## src/rtl/noc_pkg.sv

```systemverilog
// Shared NoC router definitions: address width, default flit/packet
// geometry, the flit type and the port index encoding used by the
// demux/mux selects.
package noc_pkg;

  localparam int YX_ADDR_W   = 16;
  localparam int NOC_FLIT_W  = 32;
  localparam int NOC_PKT_LEN = 4;

  typedef logic [NOC_FLIT_W-1:0] flit_t;

  // Router port index, same 3-bit encoding as the crossbar selects.
  typedef enum logic [2:0] {
    PORT_N = 3'd0,
    PORT_S = 3'd1,
    PORT_W = 3'd2,
    PORT_E = 3'd3,
    PORT_L = 3'd4
  } port_e;

endpackage

```

## src/rtl/noc_fifo_mem.sv

```systemverilog
// DEPTH x FLIT_W register array: one synchronous write port and one
// asynchronous read port. Contents are never cleared.
module noc_fifo_mem #(
  parameter int FLIT_W = 32,
  parameter int DEPTH  = 4,
  parameter int AW     = $clog2(DEPTH)
) (
  input  logic              clk,
  input  logic              we,
  input  logic [AW-1:0]     waddr,
  input  logic [FLIT_W-1:0] wdata,
  input  logic [AW-1:0]     raddr,
  output logic [FLIT_W-1:0] rdata
);

  logic [FLIT_W-1:0] mem [DEPTH];

  // Store the incoming flit at the write pointer.
  always_ff @(posedge clk) begin
    if (we) begin
      mem[waddr] <= wdata;
    end
  end

  assign rdata = mem[raddr];

endmodule

```

## src/rtl/noc_input_buffer.sv

```systemverilog
// Per-port input FIFO of the 5-port NoC router. Presents the head flit
// (first-word-fall-through), the current packet's YX header address and
// empty/full/count to the arbiter, and returns one credit per popped flit.
// Optional build macro NOC_IB_ERR_EN adds sticky ib_ovf_o / ib_udf_o flags.
//
// Strobe semantics: ib_write_i is a fire-and-forget valid from the link;
// it is accepted when the FIFO is not full or a pop is accepted in the
// same cycle, otherwise the flit is dropped. ib_read_i is accepted only
// when the FIFO is non-empty (no bypass of a same-cycle write); each
// accepted read produces exactly one ib_credit_o pulse in the next cycle.
module noc_input_buffer
  import noc_pkg::*;
#(
  parameter int FLIT_W  = NOC_FLIT_W,
  parameter int DEPTH   = 4,
  parameter int PKT_LEN = NOC_PKT_LEN
) (
  input  logic                       clk,
  input  logic                       reset,
  input  logic                       ib_write_i,
  input  logic [FLIT_W-1:0]          ib_data_i,
  input  logic                       ib_read_i,
  output logic [FLIT_W-1:0]          ib_data_o,
  output logic                       ib_empty_o,
  output logic                       ib_full_o,
  output logic [YX_ADDR_W-1:0]       ib_hdr_addr_o,
  output logic                       ib_credit_o,
`ifdef NOC_IB_ERR_EN
  output logic                       ib_ovf_o,
  output logic                       ib_udf_o,
`endif
  output logic [$clog2(DEPTH+1)-1:0] ib_count_o
);

  localparam int AW = $clog2(DEPTH);
  localparam int CW = $clog2(DEPTH + 1);
  localparam int PW = (PKT_LEN > 1) ? $clog2(PKT_LEN) : 1;

  logic [AW-1:0]        rd_ptr;
  logic [AW-1:0]        wr_ptr;
  logic [CW-1:0]        count;
  logic [PW-1:0]        pkt_idx;
  logic [YX_ADDR_W-1:0] hdr_reg;
  logic                 credit;
  logic [FLIT_W-1:0]    head;
  logic                 empty;
  logic                 full;
  logic                 rd_acc;
  logic                 wr_acc;

  assign empty  = (count == '0);
  assign full   = (count == CW'(DEPTH));
  assign rd_acc = ib_read_i && !empty;
  assign wr_acc = ib_write_i && (!full || rd_acc);

  noc_fifo_mem #(
    .FLIT_W (FLIT_W),
    .DEPTH  (DEPTH),
    .AW     (AW)
  ) u_mem (
    .clk   (clk),
    .we    (wr_acc),
    .waddr (wr_ptr),
    .wdata (ib_data_i),
    .raddr (rd_ptr),
    .rdata (head)
  );

  // Pointers and occupancy; a simultaneous push and pop leaves count alone.
  always_ff @(posedge clk) begin
    if (reset) begin
      rd_ptr <= '0;
      wr_ptr <= '0;
      count  <= '0;
    end else begin
      if (wr_acc) wr_ptr <= wr_ptr + AW'(1);
      if (rd_acc) rd_ptr <= rd_ptr + AW'(1);
      if (wr_acc && !rd_acc) begin
        count <= count + CW'(1);
      end else if (rd_acc && !wr_acc) begin
        count <= count - CW'(1);
      end
    end
  end

  // Packet position tracker; latches the header address as the header leaves.
  always_ff @(posedge clk) begin
    if (reset) begin
      pkt_idx <= '0;
      hdr_reg <= '0;
    end else if (rd_acc) begin
      if (pkt_idx == '0) begin
        hdr_reg <= head[YX_ADDR_W-1:0];
      end
      if (pkt_idx == PW'(PKT_LEN - 1)) begin
        pkt_idx <= '0;
      end else begin
        pkt_idx <= pkt_idx + PW'(1);
      end
    end
  end

  // One credit pulse per accepted pop, one cycle later.
  always_ff @(posedge clk) begin
    if (reset) begin
      credit <= 1'b0;
    end else begin
      credit <= rd_acc;
    end
  end

`ifdef NOC_IB_ERR_EN
  logic ovf;
  logic udf;

  // Sticky error flags: dropped write and read-while-empty.
  always_ff @(posedge clk) begin
    if (reset) begin
      ovf <= 1'b0;
      udf <= 1'b0;
    end else begin
      if (ib_write_i && !wr_acc) ovf <= 1'b1;
      if (ib_read_i && empty)    udf <= 1'b1;
    end
  end

  assign ib_ovf_o = ovf;
  assign ib_udf_o = udf;
`endif

  // Header address: live from the head flit at a packet boundary, held
  // from hdr_reg for the body; zero while idle at a packet boundary so the
  // stale memory word is never presented.
  always_comb begin
    ib_hdr_addr_o = hdr_reg;
    if (pkt_idx == '0) begin
      ib_hdr_addr_o = empty ? '0 : head[YX_ADDR_W-1:0];
    end
  end

  assign ib_data_o   = head;
  assign ib_empty_o  = empty;
  assign ib_full_o   = full;
  assign ib_count_o  = count;
  assign ib_credit_o = credit;

endmodule

```

## config.mk

```make
export PLATFORM = sky130hd
export DESIGN_NAME = noc_input_buffer
export DESIGN_NICKNAME = d
export VERILOG_FILES = /design/src/rtl/noc_pkg.sv /design/src/rtl/noc_fifo_mem.sv /design/src/rtl/noc_input_buffer.sv
export SDC_FILE = /design/constraint.sdc
export NUM_CORES = 1
export LEC_CHECK = 0
export CAP_MARGIN = 0
export CORE_MARGIN = 2
export CORE_UTILIZATION = 53
export DETAILED_ROUTE_END_ITERATION = 16
export GPL_ROUTABILITY_DRIVEN = 0
export GPL_TIMING_DRIVEN = 0
export PLACE_DENSITY = 0.78
export SLEW_MARGIN = 5
export SYNTH_ARGS = -nofsm -noshare
export SYNTH_HDL_FRONTEND = slang
export SYNTH_SLANG_ARGS = --single-unit
```

## constraint.sdc

```tcl
create_clock -name clk -period 3 [get_ports clk]
set_clock_uncertainty 0.2 [all_clocks]
set_input_delay 0.45 -clock clk [delete_from_list [all_inputs] [get_ports clk]]
set_output_delay 0.45 -clock clk [all_outputs]
set_load 0.03 [all_outputs]
```

==> Word level (Yosys, flattened, before mapping) <==
Memories as Yosys holds them, arrays and structs flattened. A register that Yosys moved wholly into a read port is not among the register bits.
Index checks and enable logic that the tools add are counted.
{ "word_totals": {"output_inout_bits": 54, "reg_bits": 26, "word_cells": 36, "ram_bits": 128, "mem_count": 1} }
{ "mem_list": {"columns": ["name", "words", "width", "rd", "rd_clocked_by_memory_dff", "write_ports", "line_no", "rtl"], "rows": [
  ["u_mem.mem", 4, 32, 1, 1, 1, "noc_fifo_mem.sv:16", "logic [FLIT_W-1:0] mem [DEPTH];"]
]} }
{ "classes": {"mux": 9, "eq_ne": 2, "add_sub_neg": 5, "n_reduce_logical": 13} }
{ "ops": {"columns": ["cell", "n"], "rows": [
  ["$mux 16", 2],
  ["$add 2x1->2 const B", 3],
  ["$mux 2", 3],
  ["$mux 3", 2],
  ["$logic_and 1x1->1", 4],
  ["$logic_not 1->1", 4],
  ["$add 3x1->3 const B", 1],
  ["$eq 3x3->1 const B", 1],
  ["$logic_not 3->1", 1],
  ["$sub 3x1->3 const B", 1],
  ["$eq 2x2->1 const B", 1],
  ["$logic_not 2->1", 1],
  ["$mux 1", 2],
  ["$reduce_and 2->1", 1],
  ["$reduce_bool 2->1", 1],
  ["$logic_or 1x1->1", 1]
]} }

==> Longest topological paths before layout <==
{ "logic_depth": {"ltp_word": 9, "mapped_depth": 8, "mapped_depth_nobuf": 8} }

==> Modules after synthesis <==
From an unflattened synthesis, not the netlist that was laid out.
{ "unflattened": {"cells_unflattened": 346, "hier_area_um2": 6098.3} }
{ "by_module_without_submodules": {"columns": ["mod", "seq_area_each_um2", "n_inst", "area_per_inst_um2", "cells_per_inst"], "rows": [
  ["noc_fifo_mem", 3843.7, 1, 4689.5, 171],
  ["noc_input_buffer", 520.5, 1, 1408.9, 175]
]} }

==> Worst setup path after synthesis <==
Ideal clock, no wire load.
{ "synth_path": {"path_kind": "reg-to-reg", "startpoint": "register count[0], in the netlist ib_count_o[0]", "endpoint": "register count[2], in the netlist ib_count_o[2]", "stages_incl_launch_ff": 9, "n_path_buf": 0, "arrival_time_ns": 2.476, "path_slack_ns": 0.254, "required_ns": 2.729, "cell_sequence": "dfxtp_1 nor3b_2 a21boi_2 ha_1 inv_1 fa_1 xor2_1 or3_2 a21oi_1"} }
{ "synth_via": {"elab_cells_between_ends": 16} }
{ "synth_lines": {"columns": ["element", "line_no", "rtl"], "rows": [
  ["start: declaration", "noc_input_buffer.sv:41", "logic [CW-1:0] count;"],
  ["start signal: assignment", "noc_input_buffer.sv:79", "count <= count + CW'(1);"],
  ["start signal: assignment", "noc_input_buffer.sv:81", "count <= count - CW'(1);"],
  ["$eq 3x3->1 (*)", "noc_input_buffer.sv:52", "assign full = (count == CW'(DEPTH));"],
  ["via ib_full_o", "noc_input_buffer.sv:25", "output logic ib_full_o,"],
  ["$logic_not 1->1 (*)", "noc_input_buffer.sv:54", "assign wr_acc = ib_write_i && (!full || rd_acc);"],
  ["$logic_or 1x1->1 (*)", "noc_input_buffer.sv:54", null],
  ["$logic_and 1x1->1 (*)", "noc_input_buffer.sv:54", null],
  ["via u_mem.we", "noc_fifo_mem.sv:9", "input logic we,"],
  ["$logic_not 1->1", "noc_input_buffer.sv:80", "end else if (rd_acc && !wr_acc) begin"],
  ["$logic_and 1x1->1", "noc_input_buffer.sv:80", null],
  ["$reduce_bool 2->1 (no source line)", null, null]
]} }
Mark *: on every way through the listed nets, which the timed path passes. The rest lies on a longest branch. The select of a mux whose other input is x is not followed.
A chain may end at the register's enable or synchronous reset.

==> metrics list <==
* Fraction of synthesized cell area taken by the top area cell type: 64.7%
- Fin Setup TNS: 0 ns
- Summed over all nets, the half-perimeter wirelength after detailed placement is 7090 um.
- Along the worst path, the maximum fanout reaches 10.
- Main combinational cell family by area after synthesis: multiplexers
- Simple-gate share of the synthesized area: 2.04%
* Total of endpoints with negative setup slack in the final report: 0
- The initial utilization of the core area, before any placement, comes to 54.6%.
- The initial antenna violation count is 1.
- The longest clock path from root to sink contains 2 buffers.
* Via Count: 3,018
- Dividing the detail-routed wire length by the instance count gives 19.3 um.
* Highest cell delay on the worst timing path: 0.55 ns
- Of the available clock period, the critical path in the final layout requires 96.5%.
- Part of the Yosys area used for sequential elements: 74.1%
* Adder-cell area share of the yosys netlist: 1.81%
* Count of input and output buffers: 89
- The worst setup path is launched from a register.
- The run finished with clean final reports.
* Filler-free cell count of the finished design: 549
- The first global-routing pass estimated 16,500 um of wire.
- The register with the most flip-flops in the layout has 128 of them.
- TritonCTS built the clock tree.
* Root buf cell: clkbuf_8
- Number of DRC markers after the initial detailed-route iteration: 171
* Arrival time of data at the critical path endpoint: 2.25 ns
- With fillers left out, the area of the finished cells amounts to 7530 sq um.
- The average instance in the mapped netlist occupies 20.8 sq um.
* Final-report max-slew violation count: 0
* Cell type with the largest total area after synthesis: edfxtp_1
* Highest Clock Rate: 345 MHz
- In the final layout, the multi-input gates occupy 1410 sq um.
* Portion of netlist area occupied by mux cells: 13.1%
- Post-route antenna net violation count: 0
- Of the cells placed in the final design, the portion with a size suffix greater than 1 is 24.9%.
- Post-placement cell count: 518
- The library cell used most frequently in the layout, excluding fill and tap cells, is edfxtp_1.
- The first detailed-routing pass took 4 iterations.
- Core Footprint: 10,900 sq um
- The number of buffers and inverters on the critical path is 3.
* I/O pin count: 90
* Worst Hold Class: register to register
* Synthesis Warnings: 0
- Net Count, Synth: 329
* Number of hold violations in the final report: 0
* Kind of end point of the critical path: output pin
* Leakage power figure: 0.00271 uW
* Actual transition at the worst max-transition pin: 0.578 ns
* Num rows: 38
- After global routing the overflow that remains totals 0.
* #FFs+latches synth: 156
- Measured against its own limit, the worst slew margin works out to 61.2%.
- Die Ht: 110 um
- The floorplan step defined a die boundary enclosing 12,100 sq um.
- Min Clock Period, post-route: 2.90 ns
- By area the synthesized netlist is led by edfxtp_1 (65%), mux4_2 (10%), dfxtp_1 (9.4%), a22o_1 (4.1%), mux4_1 (2.2%).
- Power per cell area: 959 nW/um^2
- Final wirelength: 10,600 um
- Standard cell with the maximum stage delay on the critical path: mux4_2
- The number of global-route vias before repair came to 3,095.
- Ant diodes: 0
- Remaining design rule violation count: 0
* Total Nets Final: 441
- In the final layout, flip-flops and latches occupy 4400 sq um.
- Cells after Synth: 285
* TritonCTS sink count: 156
- Compound-cell area share of the yosys netlist: 5.92%
* Chain of cells forming the critical path: buf_6 > buf_8 > mux4_2 > a22o_1 > dlygate4sd2_1
- Largest net degree at the start of global routing: 32
- From left edge to right edge, the die measures 110 um.
- Global routing usage summed across all routing layers: 19.4%
* Worst vdd rail ir drop: 739 uV
* Area share of xor/xnor cells in the synthesized design: 0.590%
- Max-cap violations in this run came to 0.
* Worst Path Required: 2.35 ns
- Unrepaired setup endpoints after global routing: false
- The critical path is of the register to output pin type.
- The number of clock buffers added by TritonCTS is 17.
* Clock latency on the worst-skew pair: 0.51 ns
* Level count of the clock H-tree: 4
- CP delay by family, top: buffers and inverters
- Number of distinct library cells after synthesis: 32
- Clock-pin transition on the worst setup and hold timing paths: 0.06 ns
- Layout overhead on the synthesized area: 26.7%
* Highest-count cells in the layout ignoring fill and taps: edfxtp_1 (128), clkdlybuf4s50_1 (44), a22o_1 (28), dfxtp_1 (28), mux4_2 (27)
- Total placed instance area: 7110 sq um
- Post-Route Utilization: 69.1%
* Mapped cell area: 5940 sq um
- Number of fillers in the final layout: 715
* Via-to-Cell Ratio: 5.50
## cells by family (layout without fill, tap and decap cells)
| kind of cell | Yosys count | after routing |
|---|---|---|
| flip-flops | 156 | 156 |
| buffers and inverters | 20 | 144 |
| AND/OR/NAND/NOR | 22 | 22 |
| XOR/XNOR | 4 | 4 |
| multiplexers | 36 | 36 |
| AO/OA/AOI/OAI | 39 | 39 |
| adder cells (fa/ha/maj) | 8 | 8 |
## path summary, 6_finish.rpt
| kind | from | to | slack [ns] | cells past startpoint |
|---|---|---|---|---|
| setup reg to reg | ib_count_o[0] | ib_count_o[2] | 0.40 | 8 |
| hold / removal | hdr_reg[4] | hdr_reg[4] | 0.29 | 1 |
| hold reg to reg | hdr_reg[4] | hdr_reg[4] | 0.29 | 1 |
| setup / recovery | register | ib_hdr_addr_o[0] | 0.10 | 5 |
## worst reg2reg max path, stage by stage, from the launching register on
cell and delay, ns:
dfxtp_1 0.53, nor3b_2 0.11, a21boi_2 0.31, ha_1 0.24, inv_1 0.06, fa_1 0.37, xor2_1 0.16, or3_2 0.40
a21oi_1 0.14
## repair_timing
item / CTS / global route
hold buffers: 0 / 0
resized for setup: 44 / 51
setup endpoints to repair: 39 / 31
pin swaps: 0 / 0
buffers inserted: 0 / 0
## power by group
group	total (uW)	leakage, uW	switching, uW	internal (uW)
logic	2660	0.00106	1590	1070
clock network	1820	0.000248	752	1070
registers	2730	0.00140	129	2610
total	7220	0.00271	2470	4750
## stage by stage
stage	setup slack (ns)	hold slack (ns)	total power, uW
floorplan	0.254	0.250	4600
global placement	-0.409	0.261	5590
detailed placement	-0.127	0.266	5670
CTS	0.00269	0.284	7310
global route	0.00650	0.302	7550
finish	0.105	0.285	7220
## layer usage
| layer | global-route usage [%] | vias up | share of wire [%] |
|---|---|---|---|
| met1 | 25.0 | 1520 | 41 |
| met2 | 30.7 | 93 | 51 |
| met4 | 5.42 | 0 | 0.62 |
| met5 | 0 | - | 0 |
| met3 | 7.71 | 7 | 6.7 |
| li1 | - | 1398 | - |
## cells in the mapped netlist, drive strengths merged
library cell  count
nand2b            2
a21boi            1
o311ai            1
nor3b             1
dfxtp            28
buf              11
o21ai             1
clkbuf            2
ha                7
nor3              2
a22o             32
a21oi             2
mux2i             3
o31ai             1
and2              4
fa                1
nand2             1
xor2              4
o21ba             1
clkinv            1
mux4             32
inv               6
mux2              1
edfxtp          128
nor2             10
or3               2
## final cells by class
class | count | area share [%]
Clock buffer | 19 | 5.60
Clock inverter | 12 | 1.08
Sequential cell | 156 | 58.5
Inverter | 7 | 0.366
Timing Repair Buffer | 93 | 11.7
Buffer | 13 | 1.73
Tap cell | 140 | 2.33
Multi-Input combinational cell | 109 | 18.7
Power figures use the tool's default switching activity.
==> edit (config.mk and constraints unchanged) <==
Set the package constant `YX_ADDR_W` to 18 (it was 16).
--- a/src/rtl/noc_pkg.sv
+++ b/src/rtl/noc_pkg.sv
@@ -3,7 +3,7 @@
 // demux/mux selects.
 package noc_pkg;
 
-  localparam int YX_ADDR_W   = 16;
+  localparam int YX_ADDR_W   = 18;
   localparam int NOC_FLIT_W  = 32;
   localparam int NOC_PKT_LEN = 4;
 
Ports: changed (resized ib_hdr_addr_o); port bits go from 90 to 92. The function was not compared with the original's and may differ.
==> edit against the original RTL <==
- setup slack got worse by 20 ps
- sequential power rose by 1%
- register-to-register slack got worse by 20 ps
- final area rose by 3.5%
- power rose by 7.2%
- sequential cell count rose by 2
- synthesized area rose by 1.2%
- wire length rose by 7.0%
- critical endpoint is now ib_data_o[13]
- largest cell class unchanged
- largest power group is now combinational logic
==> edit: results (changes against the original RTL) <==
outcome = complete, no violations
Switching Share = 34.16% (about the same)
Endpoint, Worst Hold = hdr_reg[14]$_SDFFE_PP0P_
initial antenna violation count = 0 (-1)
Max IR drop VDD = 0.5811 mV (-21%)
CP Data Arrival Time = 2270 ps (+20 ps)
multiplexer share of the synthesized area = 12.68% (-0.46 points)
Worst-path clk slew = 60 ps (about the same)
routed wire length = 11.32 mm (+7.0%)
final-report max-slew violation count = 0 (unchanged)
nets = 452 (+2.5%)
Post-Synthesis Cells = 292 (+2.5%)
Root Driver = clkbuf_16
number of global-route vias before repair = 3201 (+3.4%)
max FFs per register = 128 (unchanged)
DR WL/cell = 20.18 um (+4.7%)
Vias = 3146 (+4.2%)
number of flops mapped to enable cells by yosys = 128 (unchanged)
gr usage total = 19.41% (+0.056 points)
share of cells above drive strength 1 = 25.89% (+0.95 points)
flop-to-flop setup slack = 380 ps (-20 ps)
hpwl dp = 7.212 mm (+1.7%)
slowest stage delay, CP = 630 ps (+80 ps)
adder-cell share of the synthesized area = 1.791% (-0.021 points)
leakage dissipation = 2.805 nW (+3.4%)
slowest CP cell = clkdlybuf4s50_1
Post-Synth XOR/XNOR Area = 0.5830% (-0.0068 points)
synth top area cells = edfxtp_1 64%, mux4_2 12%, dfxtp_1 10%
hold path cells = 1 (unchanged)
Cell Count Post-Placement = 527 (+1.7%)
first-pass detailed-route iteration total = 4 (unchanged)
Synth warnings = 0 (unchanged)
post-synth cell types = 31 (-3.1%)
Clock Latency Late Sink = 420 ps (-90 ps)
diode count = 0 (unchanged)
register area share after synthesis = 73.95% (-0.18 points)
Slew Limit Headroom = 54.17% (-7.1 points)
Reg2Reg Capture Point = ib_count_o[2]$_SDFFE_PP0P_
filler instances = 688 (-3.8%)
largest net degree at the start of global routing = 19 (-41%)
Port Buf Inserts = 91 (+2.2%)
Synth Area in Compound Gates = 6.725% (+0.81 points)
most common library cells after synthesis = 128 x edfxtp_1, 32 x mux4_2, 30 x dfxtp_1, 18 x a22o_1, 18 x a22o_2
Hold Startpoint = hdr_reg[14]$_SDFFE_PP0P_
CTS max path bufs = 2 (unchanged)
Post-synth top flop = edfxtp_1
first-pass GRT wire length = 17.55 mm (+6.3%)
DRT iter0 DRCs = 172 (+0.58%)
syn nets = 336 (+2.1%)
-- edit: changes by cell type in the layout (fill, tap and decap cells not counted), moves of 10 or more --
cell	delta
a22o_2	+14
dlygate4sd2_1	+11
clkbuf_2	-19
clkdlybuf4s50_1	+13
a22o_1	-10
-- edit: area by class of cell --
class / instances / share of cell area (%)
flip-flops and latches: 158 / 57.05
clock inverters: 11 / 1.526
inverters: 7 / 0.3855
clock buffers: 21 / 5.654
repair buffers: 98 / 13.14
plain buffers: 13 / 1.478
multi-input cells: 113 / 18.52
well taps: 140 / 2.249
-- edit: timing repair --
| action | 4_1_cts | 5_1_grt |
|---|---|---|
| endpoints found under the setup margin | 28 | 16 |
| pin swaps | 1 | 0 |
| resized for setup | 32 | 7 |
| buffers inserted | 3 | 0 |
-- edit: power by group through the flow --
| stage | sequential, mW | combinational, mW | clock (mW) |
|---|---|---|---|
| after global placement | 2.81 | 2.99 | 0 |
| after floorplan | 2.83 | 1.90 | 0 |
| final | 2.77 | 2.94 | 2.02 |
| after detailed placement | 2.82 | 3.07 | 0 |
| after CTS | 2.78 | 2.99 | 2.05 |
| after global routing | 2.80 | 3.10 | 2.14 |
-- edit: stage by stage --
stage	worst slack, ps	hold slack, ps	area [um^2]	setup TNS [ps]
2_1_floorplan	256.5	254.7	6015	0
4_1_cts	31.08	285.5	7771	0
5_1_grt	-3.218	295.6	7790	-3.218
3_3_place_gp	-417.1	265.0	7101	-53070
3_5_place_dp	-209.0	266.9	7216	-1806
6_report	84.42	284.6	7790	0
-- edit: worst max path at each step --
stage	start	end	slack (ps)	cells past startpoint
6_report	flip-flop	ib_data_o[13]	80	4
5_1_grt	flip-flop	ib_data_o[13]	-3	4
4_1_cts	flip-flop	ib_data_o[29]	30	5
3_5_place_dp	pkt_idx[0]$_SDFFE_PP0N_	ib_hdr_addr_o[13]	-210	7
3_3_place_gp	ib_read_i	u_mem.mem[2][26]$_DFFE_PP_	-420	4
2_1_floorplan	ib_count_o[0]$_SDFFE_PP0P_	ib_count_o[2]$_SDFFE_PP0P_	260	8
-- edit: routing by layer --
metal | wire [um] | global-route usage [%] | vias to the layer above
met5 | 0 | 0 | -
met4 | 172 | 8.500 | 0
met3 | 665 | 6.147 | 15
met2 | 5718 | 31.08 | 95
met1 | 4766 | 24.57 | 1605
li1 | - | - | 1431
-- edit: cell families after synthesis --
family / Yosys count
AO/OA/AOI/OAI: 43
XOR/XNOR: 4
buffers and inverters: 21
adder cells (fa/ha/maj): 8
multiplexers: 36
flip-flops: 158
AND/OR/NAND/NOR: 22
